**src/rtl/down_timer_if.sv**
```systemverilog
// down_timer control/status bundle.
// Master drives the controls; the timer (slave) returns its status.
interface down_timer_if #(
  parameter int WIDTH = 8
);
  logic             start;
  logic [WIDTH-1:0] load_value;
  logic             enable;
  logic             reload_en;
  logic             abort;
  logic [WIDTH-1:0] count;
  logic             busy;
  logic             expire;

  modport master (
    output start,
    output load_value,
    output enable,
    output reload_en,
    output abort,
    input  count,
    input  busy,
    input  expire
  );

  modport slave (
    input  start,
    input  load_value,
    input  enable,
    input  reload_en,
    input  abort,
    output count,
    output busy,
    output expire
  );
endinterface

```
**src/rtl/down_timer.sv**
```systemverilog
// Loadable down-counting timer: one-shot or auto-reload,
// abort/restart, registered one-cycle terminal-count pulse.
module down_timer #(
  parameter int WIDTH = 8
) (
  input  logic         clock,
  input  logic         reset,
  down_timer_if.slave  bus
);

  typedef enum logic {
    IDLE = 1'b0,
    RUN  = 1'b1
  } state_e;

  localparam logic [WIDTH-1:0] ZERO = '0;
  localparam logic [WIDTH-1:0] ONE  = WIDTH'(1);

  state_e           state_q,  state_d;
  logic [WIDTH-1:0] count_q,  count_d;
  logic [WIDTH-1:0] reload_q, reload_d;
  logic             expire_q, expire_d;

  // State, count, reload value and expire pulse registers.
  always_ff @(posedge clock or posedge reset) begin
    if (reset) begin
      state_q  <= IDLE;
      count_q  <= ZERO;
      reload_q <= ZERO;
      expire_q <= 1'b0;
    end else begin
      state_q  <= state_d;
      count_q  <= count_d;
      reload_q <= reload_d;
      expire_q <= expire_d;
    end
  end

  // Next state: abort beats start, start beats enable.
  // A zero load fires expire at once and never enters RUN.
  always_comb begin
    state_d  = state_q;
    count_d  = count_q;
    reload_d = reload_q;
    expire_d = 1'b0;
    if (bus.abort) begin
      if (state_q == RUN) begin
        count_d = ZERO;
        state_d = IDLE;
      end
    end else if (bus.start) begin
      if (bus.load_value != ZERO) begin
        count_d  = bus.load_value;
        reload_d = bus.load_value;
        state_d  = RUN;
      end else begin
        count_d  = ZERO;
        expire_d = 1'b1;
        state_d  = IDLE;
      end
    end else begin
      unique case (state_q)
        IDLE: begin
        end
        RUN: begin
          if (bus.enable) begin
            if (count_q > ONE) begin
              count_d = count_q - ONE;
            end else begin
              expire_d = 1'b1;
              if (bus.reload_en) begin
                count_d = reload_q;
              end else begin
                count_d = ZERO;
                state_d = IDLE;
              end
            end
          end
        end
        default: begin
          count_d = ZERO;
          state_d = IDLE;
        end
      endcase
    end
  end

  assign bus.count  = count_q;
  assign bus.busy   = (state_q == RUN);
  assign bus.expire = expire_q;

endmodule

```
**src/flat_wrapper.sv**
```systemverilog
// flat-port wrapper written by rule: the top's interface ports become plain ports
module down_timer_flat 
#(
  parameter int WIDTH = 8
)
  (clock, reset, bus_start, bus_load_value, bus_enable, bus_reload_en, bus_abort, bus_count, bus_busy, bus_expire);
  down_timer_if #(.WIDTH(WIDTH)) bus_i ();
  input  logic clock;
  input  logic reset;
  input wire logic [$bits(bus_i.start)-1:0] bus_start;
  input wire logic [$bits(bus_i.load_value)-1:0] bus_load_value;
  input wire logic [$bits(bus_i.enable)-1:0] bus_enable;
  input wire logic [$bits(bus_i.reload_en)-1:0] bus_reload_en;
  input wire logic [$bits(bus_i.abort)-1:0] bus_abort;
  output wire logic [$bits(bus_i.count)-1:0] bus_count;
  output wire logic [$bits(bus_i.busy)-1:0] bus_busy;
  output wire logic [$bits(bus_i.expire)-1:0] bus_expire;
  assign bus_i.start = bus_start;
  assign bus_i.load_value = bus_load_value;
  assign bus_i.enable = bus_enable;
  assign bus_i.reload_en = bus_reload_en;
  assign bus_i.abort = bus_abort;
  assign bus_count = bus_i.count;
  assign bus_busy = bus_i.busy;
  assign bus_expire = bus_i.expire;
  down_timer #(.WIDTH(WIDTH)) u_core (.clock(clock), .reset(reset), .bus(bus_i));
endmodule
```
**config.mk**
```make
export PLATFORM = sky130hd
export DESIGN_NAME = down_timer_flat
export DESIGN_NICKNAME = d
export VERILOG_FILES = /design/src/rtl/down_timer_if.sv /design/src/rtl/down_timer.sv /design/src/flat_wrapper.sv
export SDC_FILE = /design/constraint.sdc
export NUM_CORES = 1
export LEC_CHECK = 0
export BUFFER_PORTS_ARGS = -buffer_cell sky130_fd_sc_hd__buf_2
export CORE_MARGIN = 10
export CORE_UTILIZATION = 35
export CTS_CLUSTER_DIAMETER = 200
export DETAILED_ROUTE_END_ITERATION = 10
export GPL_ROUTABILITY_DRIVEN = 1
export GPL_TIMING_DRIVEN = 0
export HOLD_SLACK_MARGIN = 0.06
export PLACE_DENSITY_LB_ADDON = 0.12
export SYNTH_ARGS = -nofsm -noshare
export SYNTH_HDL_FRONTEND = slang
export SYNTH_SLANG_ARGS = --single-unit
```
**constraint.sdc**
```tcl
create_clock -name clock -period 3.3 [get_ports clock]
set_input_delay 0.165 -clock clock [delete_from_list [all_inputs] [get_ports clock]]
set_output_delay 0.165 -clock clock [all_outputs]
set_load 0.005 [all_outputs]
```
==> results_dict.tcl, run 1 <==
set metrics [dict create \
    fillCellCount 319 \
    switching_share_pct 38.26 \
    worst_skew_pair.late_latency_ns 0.29 \
    synth.avg_cell_area_um2 9.079 \
    cts_setup_buffers 0 \
    outcome "finished, final reports clean" \
    synthesis.nets 137 \
    cts-htree-levels 1 \
    critPathKind "flip-flop to flip-flop" \
    wl_mm 3.140 \
    yosysSeqAreaShare_pct 41.00 \
    io_pins 24 \
    die_w_um 76.03 \
    tightest_slew_ns 0.7841 \
    end_kind "flip-flop" \
    rows 20 \
    internal-power_w 0.0003947 \
    cts_buffers 3 \
    cp-start-kind "flip-flop" \
    synth.distinct_cells 37 \
    grt.total_usage_pct 10.76 \
    area_growth_pct 18.00 \
    placed_area_mm2 0.001264 \
    fin_util_pct 42.81 \
    p_seq_share_pct 45.4 \
    grt_max_degree 19 \
    crit_path_start "u_core.bus.count[0]" \
    min_path_type "input pin to flip-flop" \
    p_switching_w 0.0002445 \
    power_density_mw_per_mm2 493.1 \
    synth_cells 121 \
    post_drt_wl_per_cell_um 16.44 \
    clk_path_buf_depth 2 \
    grt_pass1_wl_mm 5.326 \
    clock_sink_count 18 \
    drt_iter0_drc 119 \
    core_mm2 0.003028 \
    final.setup.tns_ns 0 \
    drc 0 \
    final_layout_size_suffix_gt1_share_pct 19.73 \
    maxCapViolations 0 \
    critPathRequiredTime_ns 3.47 \
    n_antenna_cell 0 \
    grt_pass1_vias 1115 \
    finalHoldViolCount 0 \
    layout_min_cycle_time_ns 2.013 \
    via_count 1078 \
    ant_nets 0 \
    r2r_start "u_core.bus.count[0]" \
    final.period_utilization_pct 60.99 \
    die_h_um 76.03 \
    nets 165 \
    fmax_ghz 0.4969 \
    drv_slew 0 \
    rsz0062_at_grt "no" \
    power_frac_comb_pct 37.3 \
    stdcell_area_mm2 0.001296 \
    cts-resized-gates 0 \
    crit_arrival_ns 2.19 \
    ir_drop_mv 0.1586 \
    slew-limit-headroom_pct 47.24 \
    dieArea_mm2 0.005780 \
    yosys_warnings 0 \
    start_util_pct 36.28 \
    p_leak_nw 0.5763 \
    mostFrequentLayoutCells "23 x buf_2, 18 x dfrtp_1, 14 x nand2_1, 14 x a21oi_1, 8 x a22o_1" \
    cts_tree "done" \
    fin_worst_skew_ns 0.0008451 \
    root_buffer "clkbuf_4" \
    numPortBuffers 22 \
    clkSlewWorstSetupHoldPaths_ns 0.10 \
    regArea_um2 450.4 \
    overflow 0 \
    p_clk_share_pct 17.3 \
    viasPerCell 5.644 \
    antenna_found_initial 0 \
    gp_congestion 0.8231 \
    dr.pass1.iters 4 \
    min_from "bus_load_value[2]" \
    dp_hpwl_mm 2.372 \
    netlist_area_mm2 0.001099 \
    setup_viol 0 \
    final_common_cell "buf_2" \
    ys_ff_latch 18 \
    crit_fanout 6 \
    multi_input_area_um2 605.6 \
]
-- metrics by stage --
stage                      power, W  cells  worst slack, ns  hold WS [ns]
after detailed placement  0.0005284    187            1.369        0.3206
after CTS                 0.0006427    191            1.344        0.1222
after global placement    0.0005262    187            1.372        0.3052
final                     0.0006392    191            1.287        0.1306
after floorplan           0.0004486    121            1.536        0.1036
after global routing      0.0006837    191            1.183        0.1268
-- flip-flops by register name (all words and copies together) (netlist names) --
register and cells:
u_core.bus.expire 1, u_core.bus.busy 1, u_core.bus.count 8, u_core.reload_q 8
-- cell usage after synthesis (all sizes together) --
library cell | n | area (µm²)
a22o | 8 | 70.07
nand2 | 14 | 52.55
or2 | 1 | 6.260
o311a | 1 | 10.01
a31oi | 5 | 31.28
a32o | 1 | 10.01
o31ai | 2 | 15.01
nor2b | 3 | 18.77
nor4 | 4 | 40.04
o31a | 1 | 8.760
inv | 5 | 18.77
or2b | 1 | 7.510
o32a | 1 | 10.01
or4 | 1 | 7.510
nor2 | 4 | 15.01
xnor2 | 1 | 8.760
nor3 | 1 | 5.000
a22oi | 1 | 7.510
nor3b | 1 | 7.510
or3 | 3 | 23.77
xor2 | 1 | 8.760
a211oi | 3 | 22.52
a21o | 1 | 7.510
a21oi | 14 | 70.07
nand4b | 2 | 17.52
clkbuf | 5 | 18.77
ha | 2 | 25.02
o311ai | 1 | 16.27
mux2i | 1 | 10.01
a21boi | 2 | 15.01
buf | 1 | 5.000
dfrtp | 18 | 450.4
nand3b | 1 | 7.510
nand3 | 5 | 25.02
o21ai | 5 | 25.02
-- layer usage --
metal  share of wire, %  vias up  GRT usage [%]  wire (µm)
met2                 47       35          17.86       1482
met1                 47      526          13.12       1485
met4                1.1        0          4.545         33
met3                4.4        4          2.123        138
met5                  0        -              0          0
li1                   -      513              -          -
-- power by group through the flow --
| stage | sequential (W) | combinational (W) | clock [W] |
|---|---|---|---|
| 2_1_floorplan | 0.000286 | 0.000163 | 0 |
| 4_1_cts | 0.000288 | 0.000239 | 0.000115 |
| 5_1_grt | 0.000296 | 0.000265 | 0.000122 |
| 3_3_place_gp | 0.000293 | 0.000234 | 0 |
| 6_report | 0.000290 | 0.000239 | 0.000111 |
| 3_5_place_dp | 0.000293 | 0.000236 | 0 |
-- cell type report --
class | instances | share of cell area (%)
Multi-Input combinational cell | 92 | 46.72
Buffer | 6 | 1.834
Sequential cell | 18 | 34.75
Inverter | 5 | 1.448
Clock buffer | 3 | 1.737
Tap cell | 44 | 4.247
Timing Repair Buffer | 23 | 9.266
-- final timing paths --
check	to	slack (ns)	cells past startpoint
min	u_core.reload_q[2]	0.13	2
min reg2reg	u_core.reload_q[5]	0.51	1
max reg2reg	u_core.bus.count[5]	1.29	4
max	u_core.bus.count[5]	1.29	4
max in group asynchronous	u_core.bus.busy	2.33	3
min in group asynchronous	u_core.reload_q[3]	0.52	3
-- repair_timing --
item	4_1_cts	5_1_grt
endpoints found under the setup margin	0	0
hold endpoints to repair	18	0
hold buffers	1	0
-- logic make-up (layout without fill, tap and decap cells) --
group | after synthesis | after routing | synth area share, %
AO/OA/AOI/OAI | 46 | 46 | 29.04
XOR/XNOR | 2 | 2 | 1.595
adder cells (fa/ha/maj) | 2 | 2 | 2.278
buffers and inverters | 11 | 37 | 3.872
flip-flops | 18 | 18 | 41.00
multiplexers | 1 | 1 | 0.9112
AND/OR/NAND/NOR | 41 | 41 | 21.30
-- critical path, cell delays in order, from the launching register on --
cell and delay, ns:
dfrtp_1 0.45, nor4_1 0.72, a21boi_0 0.22, a211oi_1 0.38, o31ai_1 0.12
(Power assumes the default switching activity.)
==> inputs of run 2 (changes only) <==
==> constraint.sdc (replaced) <==
create_clock -name clock -period 1.9 [get_ports clock]
set_input_delay 0.095 -clock clock [delete_from_list [all_inputs] [get_ports clock]]
set_output_delay 0.095 -clock clock [all_outputs]
set_load 0.005 [all_outputs]
==> run 2 against run 1 <==
Compared with the run above: worst hold slack worse by 0.066 ns; combinational power is 120% higher; critical endpoint is now u_core.bus.count[2]; register-to-register slack worse by 1.3 ns; clock power is 77% higher; power is 92% higher; critical path type unchanged; die area stayed put; non-clock buffer count is 13 higher; final cell count is 6.8% higher; sequential cell count stayed put; worst setup slack worse by 1.3 ns.
==> results_dict.tcl, run 2 (synthesis gave the netlist of run 1 again) <==
set metrics [dict create \
    fin_ws_ns 0.03323 \
    cp-start-kind "flip-flop" \
    regArea_um2 454.2 \
    nets 178 \
    cts-htree-levels 1 \
    viasPerCell 5.495 \
    multi_input_area_um2 639.4 \
    io_pins 24 \
    end_kind "flip-flop" \
    overflow 0 \
    power_w 0.001229 \
    grt.total_usage_pct 11.05 \
    final.period_utilization_pct 98.25 \
    crit_arrival_ns 2.05 \
    outcome "finished, final reports clean" \
    gp_congestion 0.8231 \
    numPortBuffers 22 \
    whs_ns 0.06489 \
    maxCapViolations 0 \
    clkSlewWorstSetupHoldPaths_ns 0.11 \
    dr_wl_met3_um 112 \
    cts_buffers 3 \
    ir_drop_mv 0.3057 \
    antenna_found_initial 0 \
    setup_viol 0 \
    worst_skew_pair.late_latency_ns 0.29 \
    via_count 1121 \
    fin_worst_skew_ns 0.004203 \
    wl_mm 3.345 \
    min_path_type "input pin to flip-flop" \
    root_buffer "clkbuf_4" \
    critPathRequiredTime_ns 2.08 \
    clock_sink_count 18 \
    fmax_ghz 0.5357 \
    crit_fanout 7 \
    die_h_um 76.03 \
    n_antenna_cell 0 \
    start_util_pct 36.28 \
    wl_met1_mm 1.567 \
    cts_tree "done" \
    wl_met2_mm 1.633 \
    finalHoldViolCount 0 \
    final_common_cell "buf_2" \
    pre_cts_slack_ns -0.03115 \
    dieArea_mm2 0.005780 \
    core_mm2 0.003028 \
    area_growth_pct 31.78 \
    grt_pass1_vias 1156 \
    rsz0062_at_grt "yes" \
    clk_path_buf_depth 2 \
    fillCellCount 301 \
    drv_slew 0 \
    critPathKind "flip-flop to flip-flop" \
    rows 20 \
    dr.pass1.iters 4 \
    tightest_slew_ns 0.7389 \
    drc 0 \
    drt_iter0_drc 133 \
    mostFrequentLayoutCells "22 x buf_2, 15 x dfrtp_1, 14 x nand2_1, 14 x a21oi_1, 9 x buf_4" \
    layout_min_cycle_time_ns 1.867 \
    grt_max_degree 19 \
    slew-limit-headroom_pct 50.22 \
    ant_nets 0 \
    die_w_um 76.03 \
    final_layout_size_suffix_gt1_share_pct 28.13 \
    p_leak_nw 0.6425 \
    dp_hpwl_mm 2.372 \
    topRoutingLayerUsed "met4" \
    power_density_mw_per_mm2 849.1 \
    post_drt_wl_per_cell_um 16.40 \
    grt_pass1_wl_mm 5.478 \
]
## run 2: critical path: stages, from the launching register on
cell and delay (ns):
dfrtp_1 0.43, buf_4 0.14, ha_1 0.17, nor2_2 0.07, or4_1 0.49, buf_6 0.16, a211oi_1 0.17, o31ai_1 0.11
## run 2: routing by layer
| metal | GRT usage [%] | up-vias |
|---|---|---|
| met5 | 0 | - |
| li1 | - | 540 |
| met4 | 4.924 | 0 |
| met1 | 13.26 | 551 |
| met3 | 2.005 | 4 |
| met2 | 18.62 | 26 |
## run 2: final timing paths
check	start	endpoint	slack (ns)	cells after the start
min in group asynchronous	reset	u_core.reload_q[3]	0.46	3
max in group asynchronous	reset	u_core.bus.count[4]	0.93	3
worst min register to register	u_core.reload_q[5]	u_core.reload_q[5]	0.51	1
worst min-delay path	bus_load_value[7]	u_core.reload_q[7]	0.06	2
worst max register to register	u_core.bus.count[0]	u_core.bus.count[2]	0.03	7
worst max-delay path	u_core.bus.count[0]	u_core.bus.count[2]	0.03	7
## run 2: through the flow
stage | instances | utilization, % | setup TNS (ns) | area [µm²]
after floorplan | 121 | - | 0 | 1099
after CTS | 197 | 44.96 | 0 | 1361
final | 204 | 47.81 | 0 | 1448
after detailed placement | 187 | 41.74 | -0.07698 | 1264
after global routing | 204 | 47.81 | -0.2199 | 1448
after global placement | 187 | 41.74 | -0.03714 | 1264
## run 2: power breakdown
group          internal, W  total (W)  switching, W  leakage, nW
combinational     0.000256   0.000532      0.000277        0.403
clock            0.0000737   0.000197      0.000123       0.0138
sequential        0.000438   0.000500     0.0000626        0.226
## run 2: area by class of cell
cell class,instances,share of cell area (%)
buffer,6,2.074
clock buffer,3,1.556
inverter,5,1.296
multi-input combinational,92,44.17
sequential,18,31.37
tap,44,3.803
timing repair buffer,36,15.73
## run 2: timing repair
item                       in CTS  in global routing
buffers inserted                3                  6
hold endpoints to repair       21                  1
hold buffers                    4                  1
gates resized for setup         4                  7
setup endpoints to repair       4                  5
pin swaps                       0                  2
